--- src/rtl/rv_sim_ctrl.sv ---
// -----------------------------------------------------------------------------
// rv_sim_ctrl
//   Simulation controller for the multi-hart pipelined RISC-V cores. It holds
//   the cores in reset for RST_CYCLES cycles, lets them run, and decides the
//   end of the test. While running it counts RUN cycles and retired
//   instructions per hart. It watches every hart's data stores for writes to
//   the tohost address, and it stops the run through a global watchdog and a
//   no-progress (stall) watchdog. The block is synthesisable, so the same
//   harness runs on FPGA.
//
// Ports
//   clk         core clock, all logic on rising edge
//   rst         synchronous active-high reset
//   core_rst    reset to the cores, high in HOLD and DONE
//   retire      bit h: hart h retired one instruction this cycle
//   st_valid    bit h: hart h issues a data store this cycle
//   st_addr     store address, hart h at [32h+31:32h]
//   st_data     store data, same packing
//   done        test finished (pass, fail or timeout), sticky until rst
//   pass        all harts reported pass (valid when done)
//   timeout     done was caused by a watchdog
//   fail_hart   index of the failing hart
//   fail_code   st_data>>1 of the failing store
//   cycle_cnt   cycles spent in RUN (saturating)
//   retire_cnt  retired instructions per hart, CNT_W each (saturating)
// -----------------------------------------------------------------------------
module rv_sim_ctrl #(
   parameter int          NUM_HARTS   = 1,
   parameter int          CNT_W       = 32,
   parameter int          RST_CYCLES  = 4,
   parameter logic [31:0] TOHOST_ADDR = 32'h8000_1000,
   parameter int          TIMEOUT     = 100000,
   parameter int          STALL_LIMIT = 1000
) (
   input  logic                       clk,
   input  logic                       rst,
   output logic                       core_rst,
   input  logic [NUM_HARTS-1:0]       retire,
   input  logic [NUM_HARTS-1:0]       st_valid,
   input  logic [NUM_HARTS*32-1:0]    st_addr,
   input  logic [NUM_HARTS*32-1:0]    st_data,
   output logic                       done,
   output logic                       pass,
   output logic                       timeout,
   output logic [2:0]                 fail_hart,
   output logic [31:0]                fail_code,
   output logic [CNT_W-1:0]           cycle_cnt,
   output logic [NUM_HARTS*CNT_W-1:0] retire_cnt
);

   localparam int                HOLD_W     = (RST_CYCLES < 2) ? 1 : $clog2(RST_CYCLES);
   localparam logic [HOLD_W-1:0] HOLD_LAST  = HOLD_W'(RST_CYCLES - 1);
   localparam logic [63:0]       TIMEOUT_L  = 64'(TIMEOUT);
   localparam logic [31:0]       STALL_LAST = 32'(STALL_LIMIT - 1);

   typedef enum logic [1:0] {
      S_HOLD = 2'd0,
      S_RUN  = 2'd1,
      S_DONE = 2'd2
   } state_t;

   state_t                state, state_nxt;
   logic [HOLD_W-1:0]     hold_cnt;
   logic [31:0]           stall_cnt;
   logic [NUM_HARTS-1:0]  pass_seen;

   // tohost decode of the current cycle's stores
   logic [NUM_HARTS-1:0]  pass_now;
   logic                  fail_any;
   logic [2:0]            fail_idx;
   logic [31:0]           fail_val;
   logic                  all_pass;
   logic                  tmo_hit;
   logic                  stall_hit;

   // Counters stick at all-ones instead of wrapping.
   function automatic logic [CNT_W-1:0] sat_inc(input logic [CNT_W-1:0] v);
      return (&v) ? v : v + CNT_W'(1);
   endfunction

   function automatic logic [31:0] sat_inc32(input logic [31:0] v);
      return (&v) ? v : v + 32'd1;
   endfunction

   // Scan from the highest hart down so the lowest failing index is the one
   // left standing when several harts fail in the same cycle.
   always_comb begin
      pass_now = '0;
      fail_any = 1'b0;
      fail_idx = 3'd0;
      fail_val = 32'd0;
      for (int h = NUM_HARTS - 1; h >= 0; h--) begin
         if (st_valid[h] && (st_addr[32*h +: 32] == TOHOST_ADDR)) begin
            if (st_data[32*h +: 32] == 32'd1) begin
               pass_now[h] = 1'b1;
            end else if (st_data[32*h]) begin
               fail_any = 1'b1;
               fail_idx = 3'(h);
               fail_val = st_data[32*h +: 32] >> 1;
            end
         end
      end
   end

   // A pass arriving this cycle counts toward the all-pass condition.
   assign all_pass  = &(pass_seen | pass_now);
   // Both watchdogs look at the counter values before this cycle's update.
   assign tmo_hit   = (TIMEOUT != 0) && (64'(cycle_cnt) == TIMEOUT_L);
   assign stall_hit = (STALL_LIMIT != 0) && (retire == '0) && (stall_cnt == STALL_LAST);

   always_ff @(posedge clk) begin
      if (rst) begin
         state <= S_HOLD;
      end else begin
         state <= state_nxt;
      end
   end

   always_comb begin
      state_nxt = state;
      core_rst  = 1'b1;
      done      = 1'b0;
      case (state)
         S_HOLD: begin
            if (hold_cnt == HOLD_LAST) begin
               state_nxt = S_RUN;
            end
         end
         S_RUN: begin
            core_rst = 1'b0;
            if (fail_any || all_pass || tmo_hit || stall_hit) begin
               state_nxt = S_DONE;
            end
         end
         S_DONE: begin
            done = 1'b1;
         end
         default: begin
            state_nxt = S_HOLD;
         end
      endcase
   end

   always_ff @(posedge clk) begin
      if (rst) begin
         hold_cnt   <= '0;
         stall_cnt  <= '0;
         pass_seen  <= '0;
         cycle_cnt  <= '0;
         retire_cnt <= '0;
         pass       <= 1'b0;
         timeout    <= 1'b0;
         fail_hart  <= 3'd0;
         fail_code  <= 32'd0;
      end else begin
         case (state)
            S_HOLD: begin
               if (hold_cnt != HOLD_LAST) begin
                  hold_cnt <= hold_cnt + HOLD_W'(1);
               end
            end
            S_RUN: begin
               cycle_cnt <= sat_inc(cycle_cnt);
               for (int h = 0; h < NUM_HARTS; h++) begin
                  if (retire[h]) begin
                     retire_cnt[h*CNT_W +: CNT_W] <= sat_inc(retire_cnt[h*CNT_W +: CNT_W]);
                  end
               end
               stall_cnt <= (|retire) ? 32'd0 : sat_inc32(stall_cnt);
               pass_seen <= pass_seen | pass_now;
               // Outcome priority: failure, then all-pass, then watchdog.
               if (fail_any) begin
                  pass      <= 1'b0;
                  timeout   <= 1'b0;
                  fail_hart <= fail_idx;
                  fail_code <= fail_val;
               end else if (all_pass) begin
                  pass <= 1'b1;
               end else if (tmo_hit || stall_hit) begin
                  timeout   <= 1'b1;
                  pass      <= 1'b0;
                  fail_hart <= 3'd0;
                  fail_code <= 32'd0;
               end
            end
            default: begin
            end
         endcase
      end
   end

endmodule

--- config.mk ---
export PLATFORM = sky130hd
export DESIGN_NAME = rv_sim_ctrl
export DESIGN_NICKNAME = d
export VERILOG_FILES = /design/src/rtl/rv_sim_ctrl.sv
export SDC_FILE = /design/constraint.sdc
export NUM_CORES = 1
export LEC_CHECK = 0
export CAP_MARGIN = 20
export CORE_ASPECT_RATIO = 0.6
export CORE_MARGIN = 10
export CORE_UTILIZATION = 40
export DETAILED_ROUTE_END_ITERATION = 16
export DONT_BUFFER_PORTS = 1
export PLACE_DENSITY = 0.54
export SYNTH_ARGS = -nofsm -noshare
export SYNTH_HDL_FRONTEND = slang
export SYNTH_SLANG_ARGS = --single-unit
export TNS_END_PERCENT = 50
--- constraint.sdc ---
create_clock -name clk -period 3 [get_ports clk]
set_input_delay 0.6 -clock clk [delete_from_list [all_inputs] [get_ports clk]]
set_output_delay 0.6 -clock clk [all_outputs]
set_load 0.005 [all_outputs]
Word-level counts from Yosys, hierarchy flattened
Index checks and enable logic that the tools add are counted.
{"block": "op_classes", "add_sub_neg": 4, "n_mul": 0, "div": 0, "magnitude_cmp": 0, "eq_ne": 12, "n_shift": 0, "n_mux": 27, "n_bitwise": 5, "reduce_logical": 19}
{"op": "$mux 32", "count": 6}
{"op": "$add 32x1->32 const B", "count": 3}
{"op": "$reduce_and 32->1", "count": 3}
{"op": "$mux 31", "count": 2}
{"op": "$eq 32x1->1 const B", "count": 1}
{"op": "$eq 32x10->1 const B", "count": 1}
{"op": "$eq 32x17->1 const B", "count": 1}
{"op": "$eq 32x32->1 const B", "count": 1}
{"op": "$mux 1", "count": 13}
{"op": "$ne 2x2->1 const B", "count": 5}
{"op": "$mux 3", "count": 3}
{"op": "$reduce_and 3->1", "count": 3}
{"op": "$reduce_and 2->1", "count": 4}
{"op": "$pmux 2 s3", "count": 1}
{"op": "$eq 2x2->1 const B", "count": 2}
{"op": "$logic_or 1x1->1", "count": 4}
{"op": "$mux 2", "count": 2}
{"op": "$not 1->1", "count": 4}
{"op": "$reduce_bool 3->1", "count": 1}
{"op": "$add 2x1->2 const B", "count": 1}
{"op": "$eq 2x1->1 const B", "count": 1}
{"op": "$logic_and 1x1->1", "count": 2}
{"op": "$logic_not 2->1", "count": 1}
{"op": "$reduce_bool 2->1", "count": 1}
{"op": "$or 1x1->1", "count": 1}
{"block": "totals", "register_bits": 138, "latchBits": 0, "ramBits": 0, "romBits": 0, "input_bits": 68, "out_inout_bits": 103, "wordCells": 77, "mem_count": 0}

Longest topological paths before layout
Gate-level depths: netlist (run 1).
{"block": "depth", "word_depth": 9, "depth_mapped": 9, "depth_no_buf": 8}

Least setup slack after synthesis (run 1)
OpenSTA, ideal clock, no wires.
{"block": "synth_timing", "path_kind": "input -> register", "start": "in st_addr[1]", "end": "reg fail_code[0]", "setup_ps": 132, "arrival_ps": 2222, "required_time_ps": 2868, "slack_ps": 646, "path_stages": 9, "n_path_buf": 3, "path_cell_list": "nor4b_1 > nand4_1 > or3_1 > clkbuf_1 > or3_1 > clkbuf_1 > buf_2 > nand3_1 > a21oi_1"}
{"block": "synth_between", "elab_chain_cells": 6, "word_cells_on_any_way": 10, "cone_classes": "2 x eq/ne; 4 x mux; 1 x bitwise; 3 x reduce/logical"}
{"item": "from (decl)", "line": "40", "text": "input logic [NUM_HARTS*32-1:0] st_addr,"}
{"item": "$eq 32x32->1 (*)", "line": "93", "text": "if (st_valid[h] && (st_addr[32*h +: 32] == TOHOST_ADDR)) begin"}
{"item": "$logic_and 1x1->1 (*)", "line": "93"}
{"item": "$mux 1", "line": "93"}
{"item": "$or 1x1->1", "line": "106", "text": "assign all_pass = &(pass_seen | pass_now);"}
{"item": "$ne 2x2->1 (no source line)"}
{"item": "$reduce_and 3->1 (no source line)"}
{"item": "to (signal assigned)", "line": "176", "text": "fail_code <= fail_val;"}
{"item": "to (decl)", "line": "46", "text": "output logic [31:0] fail_code,"}
Every way passes the cells marked *; elsewhere a longest branch is shown, timed or not.
A chain may end at the register's enable or synchronous reset.

Worst setup path in the final report (run 1)
{"block": "layout_timing", "start": "reg state[0]", "end": "reg stall_cnt[24]"}
{"block": "layout_between", "elab_chain_cells": 2}
{"item": "from (decl)", "line": "62", "text": "state_t state, state_nxt;"}
{"item": "from (signal assigned)", "line": "115", "text": "state <= state_nxt;"}
{"item": "$eq 2x1->1", "line": "156", "text": "case (state)"}
{"item": "$reduce_and 2->1 (no source line)"}
{"item": "to (signal assigned)", "line": "169", "text": "stall_cnt <= (|retire) ? 32'd0 : sat_inc32(stall_cnt);"}
{"item": "to (decl)", "line": "64", "text": "logic [31:0] stall_cnt;"}
No other way between the ends.

==> results of run 1 <==
cell type report:
type,count,area share (%)
Tap cell,203,3.60
Inverter,15,0.797
Multi-Input combinational cell,573,47.7
Timing Repair Buffer,11,1.17
Clock buffer,17,6.02
Clock inverter,15,2.76
Sequential cell,134,38.0
cell usage in the layout (no fill, tap or decap), drive strengths merged, types with 27 or more instances in the layout:
cell   netlist  routed
nor4        29      29
xnor2       45      45
nand3       56      56
nand2       66      66
dfxtp      134     134
nor2        89      89
nand4       38      38
nor3        32      32
xor2        27      27
a21oi       55      55
critical path, delay by kind of cell, from the launching register on:
family | cells | cell delay [ns]
AND/OR/NAND/NOR | 4 | 1.32
flip-flops | 1 | 0.40
buffers and inverters | 2 | 0.40
AO/OA/AOI/OAI | 1 | 0.16
registers in the layout, summed over array words and instances, names as in the netlist:
signal / cells
state: 2
fail_code: 31
pass: 1
retire_cnt: 32
pass_seen: 1
cycle_cnt: 32
hold_cnt: 2
stall_cnt: 32
timeout: 1
layer usage:
metal  GRT usage (%)  wire length (µm)  up-vias
met5               0                 0        -
met2            24.9              7760      193
met3            6.75              1840        9
met1            20.5              7840     2619
met4            4.21                84        0
li1                -                 -     2694
metrics by stage:
step / setup slack (ns) / cells / util, %
3_5_place_dp: 0.434 / 936 / 41.9
6_report: 0.619 / 968 / 45.9
3_3_place_gp: 0.519 / 936 / 41.9
5_1_grt: 0.364 / 968 / 45.9
2_1_floorplan: 0.646 / 763 / -
4_1_cts: 0.622 / 968 / 45.9
worst max-delay path by stage:
| stage | from | end | slack, ns | cells past startpoint |
|---|---|---|---|---|
| 6_report | state[0] | stall_cnt[24] | 0.62 | 7 |
| 5_1_grt | state[0] | stall_cnt[24] | 0.36 | 7 |
| 4_1_cts | state[0] | stall_cnt[24] | 0.62 | 7 |
| 3_5_place_dp | st_addr[1] | fail_code[25] | 0.43 | 7 |
| 3_3_place_gp | st_addr[15] | fail_code[1] | 0.52 | 7 |
| 2_1_floorplan | st_addr[1] | fail_code[0] | 0.65 | 9 |
power breakdown:
| group | switching, µW | total (µW) | internal (µW) |
|---|---|---|---|
| Clock | 848 | 2180 | 1330 |
| Sequential | 24.1 | 1830 | 1800 |
| Combinational | 94.7 | 152 | 57.8 |
| Total | 967 | 4160 | 3190 |
logic make-up after synthesis:
| logic type | after synthesis | share of synthesized area, % |
|---|---|---|
| compound gates | 98 | 9.09 |
| xor+xnor | 72 | 10.0 |
| fa+ha+maj | 5 | 0.996 |
| buf+inv | 56 | 3.95 |
| flops | 134 | 42.7 |
| mux | 2 | 0.319 |
| other cells | 1 | 0.0597 |
| simple gates | 392 | 32.8 |
==> impl_results.md, run 1 <==
- Rows: 35
- Total vias in the final route: around 5500
- R2r setup slk: approximately 0.62 ns
- Critical path's largest stage delay: about 0.43 ns
- Worst slew margin: between 50% and 60%
- Die X: between 150 and 200 µm
- I/O Buffers: 0
- P per Cell Area: between 500 and 600 nW/µm²
- Die Span Y: about 120 µm
- # fillers: around 1500
- Cell with the most instances after synthesis: dfxtp_1
- Achievable clock frequency: approximately 420 MHz
- CTS sink cnt: 134
- Register area share after synthesis: a little over two fifths
- Max Transition Viols Final: 0
- Global Route Usage Sum: 16.2%
- Commonest cells in the netlist: dfxtp_1 (134), nor2_1 (89), nand2_1 (66)
- Number of buffers created by CTS: 17
- Fraction of registers with async set/reset: 0%
- Final Cycle Share: about 80%
- Hold depth: 1
- Final TNS setup: 0 ns
- Hold wc startpoint: rst
- Grt ovf: 0
- CORE AREA: roughly 15000 µm²
- Yosys top cell area share: about 43%
- Max clock buf depth: 2
- Launching point of the worst reg2reg path: state[0]
- Post-detailed-route count of antenna-violating nets: 0
- Cell area after synthesis: about 6300 µm²
- Crit-path slowest cell: or3_1
- CP Capture Type: flip-flop
- Area contributors post-synth: dfxtp_1 (43%), xnor2_1 (6.3%), nor2_1 (5.3%), nand3_1 (4.5%), a21oi_1 (4.4%)
- Final Wtd Congestion: about 0.8
- Final total power: slightly above 4000 µW
- Storage cell area: between 2000 and 3000 µm²
- DP HPWL: around 13 mm
- Max cap viols: 0
- Clk_lat worst skew: 0.41 ns
- Top FF cell, synth: dfxtp_1
- Final Skew: around 0.014 ns
- FF-to-FF path depth: 7
- Starting density of the core: about 40%
- # hold bufs at CTS: 0
- LEAKAGE: between 0.002 and 0.0025 µW
- Minimum clock period: between 2 and 2.5 ns
- Largest fanout on the critical path: 17
- Post-synth EDFFs: 0
- First-pass GRT wire length: 28.4 mm
- Mean routed wirelength per cell: ~18 µm
- Via density: 5.70
- Clock-pin slew on the worst setup and hold paths: around 0.06 ns
- Synthesized area per cell: about 8.3 µm²
- Vias in the first global route: approximately 5300
- DRC errors left: 0
- Yosys warnings: 0
- Arrival @ worst endpoint: ~2.7 ns
- Final nets: slightly above 800
- Cells after Synth: 760
- Starting DRC count in detailed routing: around 370
- Reg2Reg Capture Point: stall_cnt[24]
- Antenna violations before repair: 0
- Fin Hold WS: between 0.2 and 0.3 ns
- Routed WL: 17.5 mm
- Status: finished clean
- Worst path required time: between 3 and 4 ns
- Worst hold path class: in -> reg
- Die ar.: between 20000 and 25000 µm²
- Cell area after layout: 7060 µm²
- CTS H-tree depth: 4
- # IOs: roughly 170
- Post-CTS sizing: 0
- CTS tree: done
- RSZ-0062 raised after global routing: no
- N_diodes: 0
- Peak VDD IR: 241 µV
- Final setup fails: 0
- #FFs+latches synth: 134
- Startpoint Class: flip-flop
- Area of the multi-input gates: ~3400 µm²
- Post-CTS Setup Repair Bufs: 0
- Post-synth cell types: 52
- Area leader, netlist: dfxtp_1
- Largest net degree at the start of global routing: 105
- CP Class: reg -> reg
- CP cell instances: nor2b_1, buf_4, inv_2, nor3_4, nand4_1, or3_1, a21oi_1
- Share of post-route cells with drive strength above 1: around 7.6%
- Worst-margin pin slew: roughly 0.73 ns
- Area Growth Syn to Fin: 12.5%
- Worst Hold End: fail_code[0]
- Final hold vios: 0
- Post-Place Cell Area: 6440 µm²
- DR pass1 iterations: 5
- Root buffer cell: clkbuf_16
(Power assumes the default switching activity.)
==> run 2: changes to the inputs <==
- PLACE_DENSITY: 0.54 -> 0.56
- clock period: 3 -> 2.05 ns (I/O delays scaled with it)
==> run 2 against run 1 <==
Against the previous run:
- the run now ends with setup timing left
- setup slack worse by 0.63 ns
- clock power is 45% higher
- wire length is 10% higher
- clock skew hardly changed
- clock-buffer cell count is 2 higher
- combinational power is 80% higher
- sequential share of layout area is 4.9 points lower
- power is 47% higher
- critical endpoint is now fail_code[0]
- largest cell class unchanged
- highest routed layer unchanged
==> impl_results.md, run 2 (synthesized netlist as in run 1, its figures left out) <==
- Status: complete, but fails checks (was finished clean)
- Failing checks: setup timing
- Root buffer cell: clkbuf_16 (unchanged)
- Clk pwr share: 52.0% (was 52.4%)
- FF-to-FF path depth: 9 (was 7)
- Largest regs: cycle_cnt x32, retire_cnt x32, stall_cnt x32 (unchanged)
- Achievable clock frequency: 485 MHz (was 420 MHz)
- Clock-pin slew on the worst setup and hold paths: 0.06 ns (about the same)
- Clk_lat worst skew: 0.42 ns (was 0.41 ns)
- First-pass GRT wire length: 29.8 mm (was 28.4 mm)
- Peak VDD IR: 479 µV (was 241 µV)
- CTS tree: done (unchanged)
- Starting density of the core: 40.8% (unchanged)
- Largest fanout on the critical path: 16 (was 17)
- I/O Buffers: 0 (unchanged)
- Die Span Y: 117 µm (unchanged)
- Minimum clock period: 2.06 ns (was 2.38 ns)
- Largest net degree at the start of global routing: 105 (unchanged)
- RSZ-0062 raised after global routing: yes (was no)
- CORE AREA: 15400 µm² (unchanged)
- Area Growth Syn to Fin: 29.8% (was 12.5%)
- CP Capture Type: flip-flop (unchanged)
- Final hold vios: 0 (unchanged)
- LEAKAGE: 0.00283 µW (was 0.00220 µW)
- Global Route Usage Sum: 16.9% (was 16.2%)
- DRC errors left: 0 (unchanged)
- Combinational fraction of design power: 4.5% (was 3.7%)
- Worst path required time: 2.35 ns (was 3.32 ns)
- Total vias in the final route: 5916 (was 5515)
- CTS sink cnt: 134 (unchanged)
- Mean routed wirelength per cell: 18.0 µm (was 18.1 µm)
- Internal power: 4650 µW (was 3190 µW)
- # fillers: 1425 (was 1495)
- Vias in the first global route: 5509 (was 5253)
- N_diodes: 0 (unchanged)
- Worst hold path class: in -> reg (unchanged)
- Via density: 5.53 (was 5.70)
- CTS H-tree depth: 4 (unchanged)
- Starting DRC count in detailed routing: 443 (was 374)
- Max clock buf depth: 2 (unchanged)
- Arrival @ worst endpoint: 2.37 ns (was 2.71 ns)
- Startpoint Class: flip-flop (unchanged)
- Dpl ws: -0.175 ns (was 0.434 ns)
- Routed WL: 19.3 mm (was 17.5 mm)
- Final total power: 6100 µW (was 4160 µW)
- Most common cell after layout, fill and taps aside: dfxtp_1 (unchanged)
- Hold depth: 1 (unchanged)
- Switching pwr: 1450 µW (was 967 µW)
- Sequential share of power: 43.5% (was 43.9%)
- CP Class: reg -> reg (unchanged)
- Final Cycle Share: 101% (was 79.4%)
- Final Skew: 0.0139 ns (was 0.0138 ns)
- Rows: 35 (unchanged)
- Die ar.: 21300 µm² (unchanged)
- Number of buffers created by CTS: 17 (unchanged)
- DR pass1 iterations: 5 (unchanged)
- # IOs: 171 (unchanged)
- Most frequent cells in the layout: dfxtp_1 (123), buf_4 (104), nor2_1 (88), nand2_1 (66), nand3_1 (51) (was dfxtp_1 (134), nor2_1 (89), nand2_1 (66), nand3_1 (56), a21oi_1 (55))
- Die X: 182 µm (unchanged)
- Final Wtd Congestion: 0.870 (was 0.817)
- DP HPWL: 14.0 mm (was 13.0 mm)
- Max cap viols: 0 (unchanged)
- Sw frac: 23.8% (was 23.2%)
- Antenna violations before repair: 0 (unchanged)
- Post-detailed-route count of antenna-violating nets: 0 (unchanged)
- Final worst setup slack: -0.0135 ns (was 0.619 ns)
- P per Cell Area: 749 nW/µm² (was 589 nW/µm²)
- Final nets: 926 (was 825)
- Final setup fails: 1 (was 0)
- Grt ovf: 0 (unchanged)
- Max Transition Viols Final: 0 (unchanged)
- Share of post-route cells with drive strength above 1: 24.0% (was 7.58%)
-- run 2: cell count changes in the layout (fill, tap and decap cells not counted), moves of 5 or more --
| cell | before | now |
|---|---|---|
| buf_4 | 11 | 104 |
| a21oi_2 | 0 | 6 |
| a21oi_1 | 55 | 49 |
| nand3_2 | 0 | 5 |
| nor4b_1 | 10 | 4 |
| dfxtp_1 | 134 | 123 |
| nor4_2 | 0 | 5 |
| nor4b_2 | 0 | 6 |
| dfxtp_2 | 0 | 11 |
| nand3_1 | 56 | 51 |
| nor4_1 | 29 | 21 |
-- run 2: power groups by stage --
stage / Sequential [µW] / Clock (µW) / Combinational [µW]
6_report: 2650 / 3170 / 273
2_1_floorplan: 2720 / 0 / 203
5_1_grt: 2660 / 3350 / 308
3_5_place_dp: 2710 / 0 / 264
3_3_place_gp: 2710 / 0 / 256
4_1_cts: 2650 / 3230 / 268
-- run 2: final timing paths --
kind                                      end     startpoint  slack, ns
worst max register to register   fail_code[0]  stall_cnt[18]      -0.01
worst min register to register  fail_code[22]  fail_code[22]       0.49
worst min-delay path             fail_code[6]            rst       0.07
worst max-delay path             fail_code[0]  stall_cnt[18]      -0.01
-- run 2: metrics by stage --
stage / area [µm²] / hold WS (ns) / TNS, ns / cells / utilization [%]
floorplan: 6370 / 0.450 / -2.51 / 763 / -
global placement: 7230 / 0.475 / -3.65 / 1030 / 47.1
finish: 8150 / 0.0656 / -0.0135 / 1069 / 53.0
CTS: 7850 / 0.0568 / 0 / 1062 / 51.1
global route: 8150 / 0.0426 / -1.76 / 1069 / 53.0
detailed placement: 7230 / 0.480 / -5.15 / 1030 / 47.1
-- run 2: routing by layer --
| layer | routed length, µm | part of all wire (%) | global-route usage [%] | vias up |
|---|---|---|---|---|
| li1 | - | - | - | 2896 |
| met1 | 8810 | 46 | 21.9 | 2796 |
| met2 | 8380 | 43 | 25.3 | 213 |
| met3 | 1980 | 10 | 7.49 | 11 |
| met4 | 132 | 0.68 | 3.99 | 0 |
| met5 | 0 | 0 | 0 | - |
-- run 2: repair_timing --
action | 4_1_cts | 5_1_grt
pin swaps | 0 | 8
endpoints found under the hold margin | 0 | 0
hold buffers | 0 | 0
buffers inserted | 0 | 4
endpoints found under the setup margin | 1 | 114
resized for setup | 1 | 49
gates cloned | 0 | 3
-- run 2: cell type report --
cell class / count / area [µm²] / share of cell area, %
Clock inverter: 13 / 158 / 1.93
Inverter: 15 / 56.3 / 0.691
Sequential cell: 134 / 2700 / 33.1
Multi-Input combinational cell: 573 / 3620 / 44.4
Timing Repair Buffer: 112 / 918 / 11.3
Clock buffer: 19 / 453 / 5.56
Tap cell: 203 / 254 / 3.12
-- run 2: critical path: stages, from the launching register on --
cell	delay, ns
dfxtp_2	0.33
nor4_4	0.27
buf_4	0.14
nand4_1	0.16
o32ai_2	0.25
buf_4	0.17
o2111ai_4	0.21
clkbuf_16	0.26
nand3_1	0.10
a21oi_1	0.06
==> run 3: changes to the inputs <==
- GPL_ROUTABILITY_DRIVEN: unset -> 0
==> results of run 3 <==
No change in the layout: final DEF, timing and power equal those of run 2.
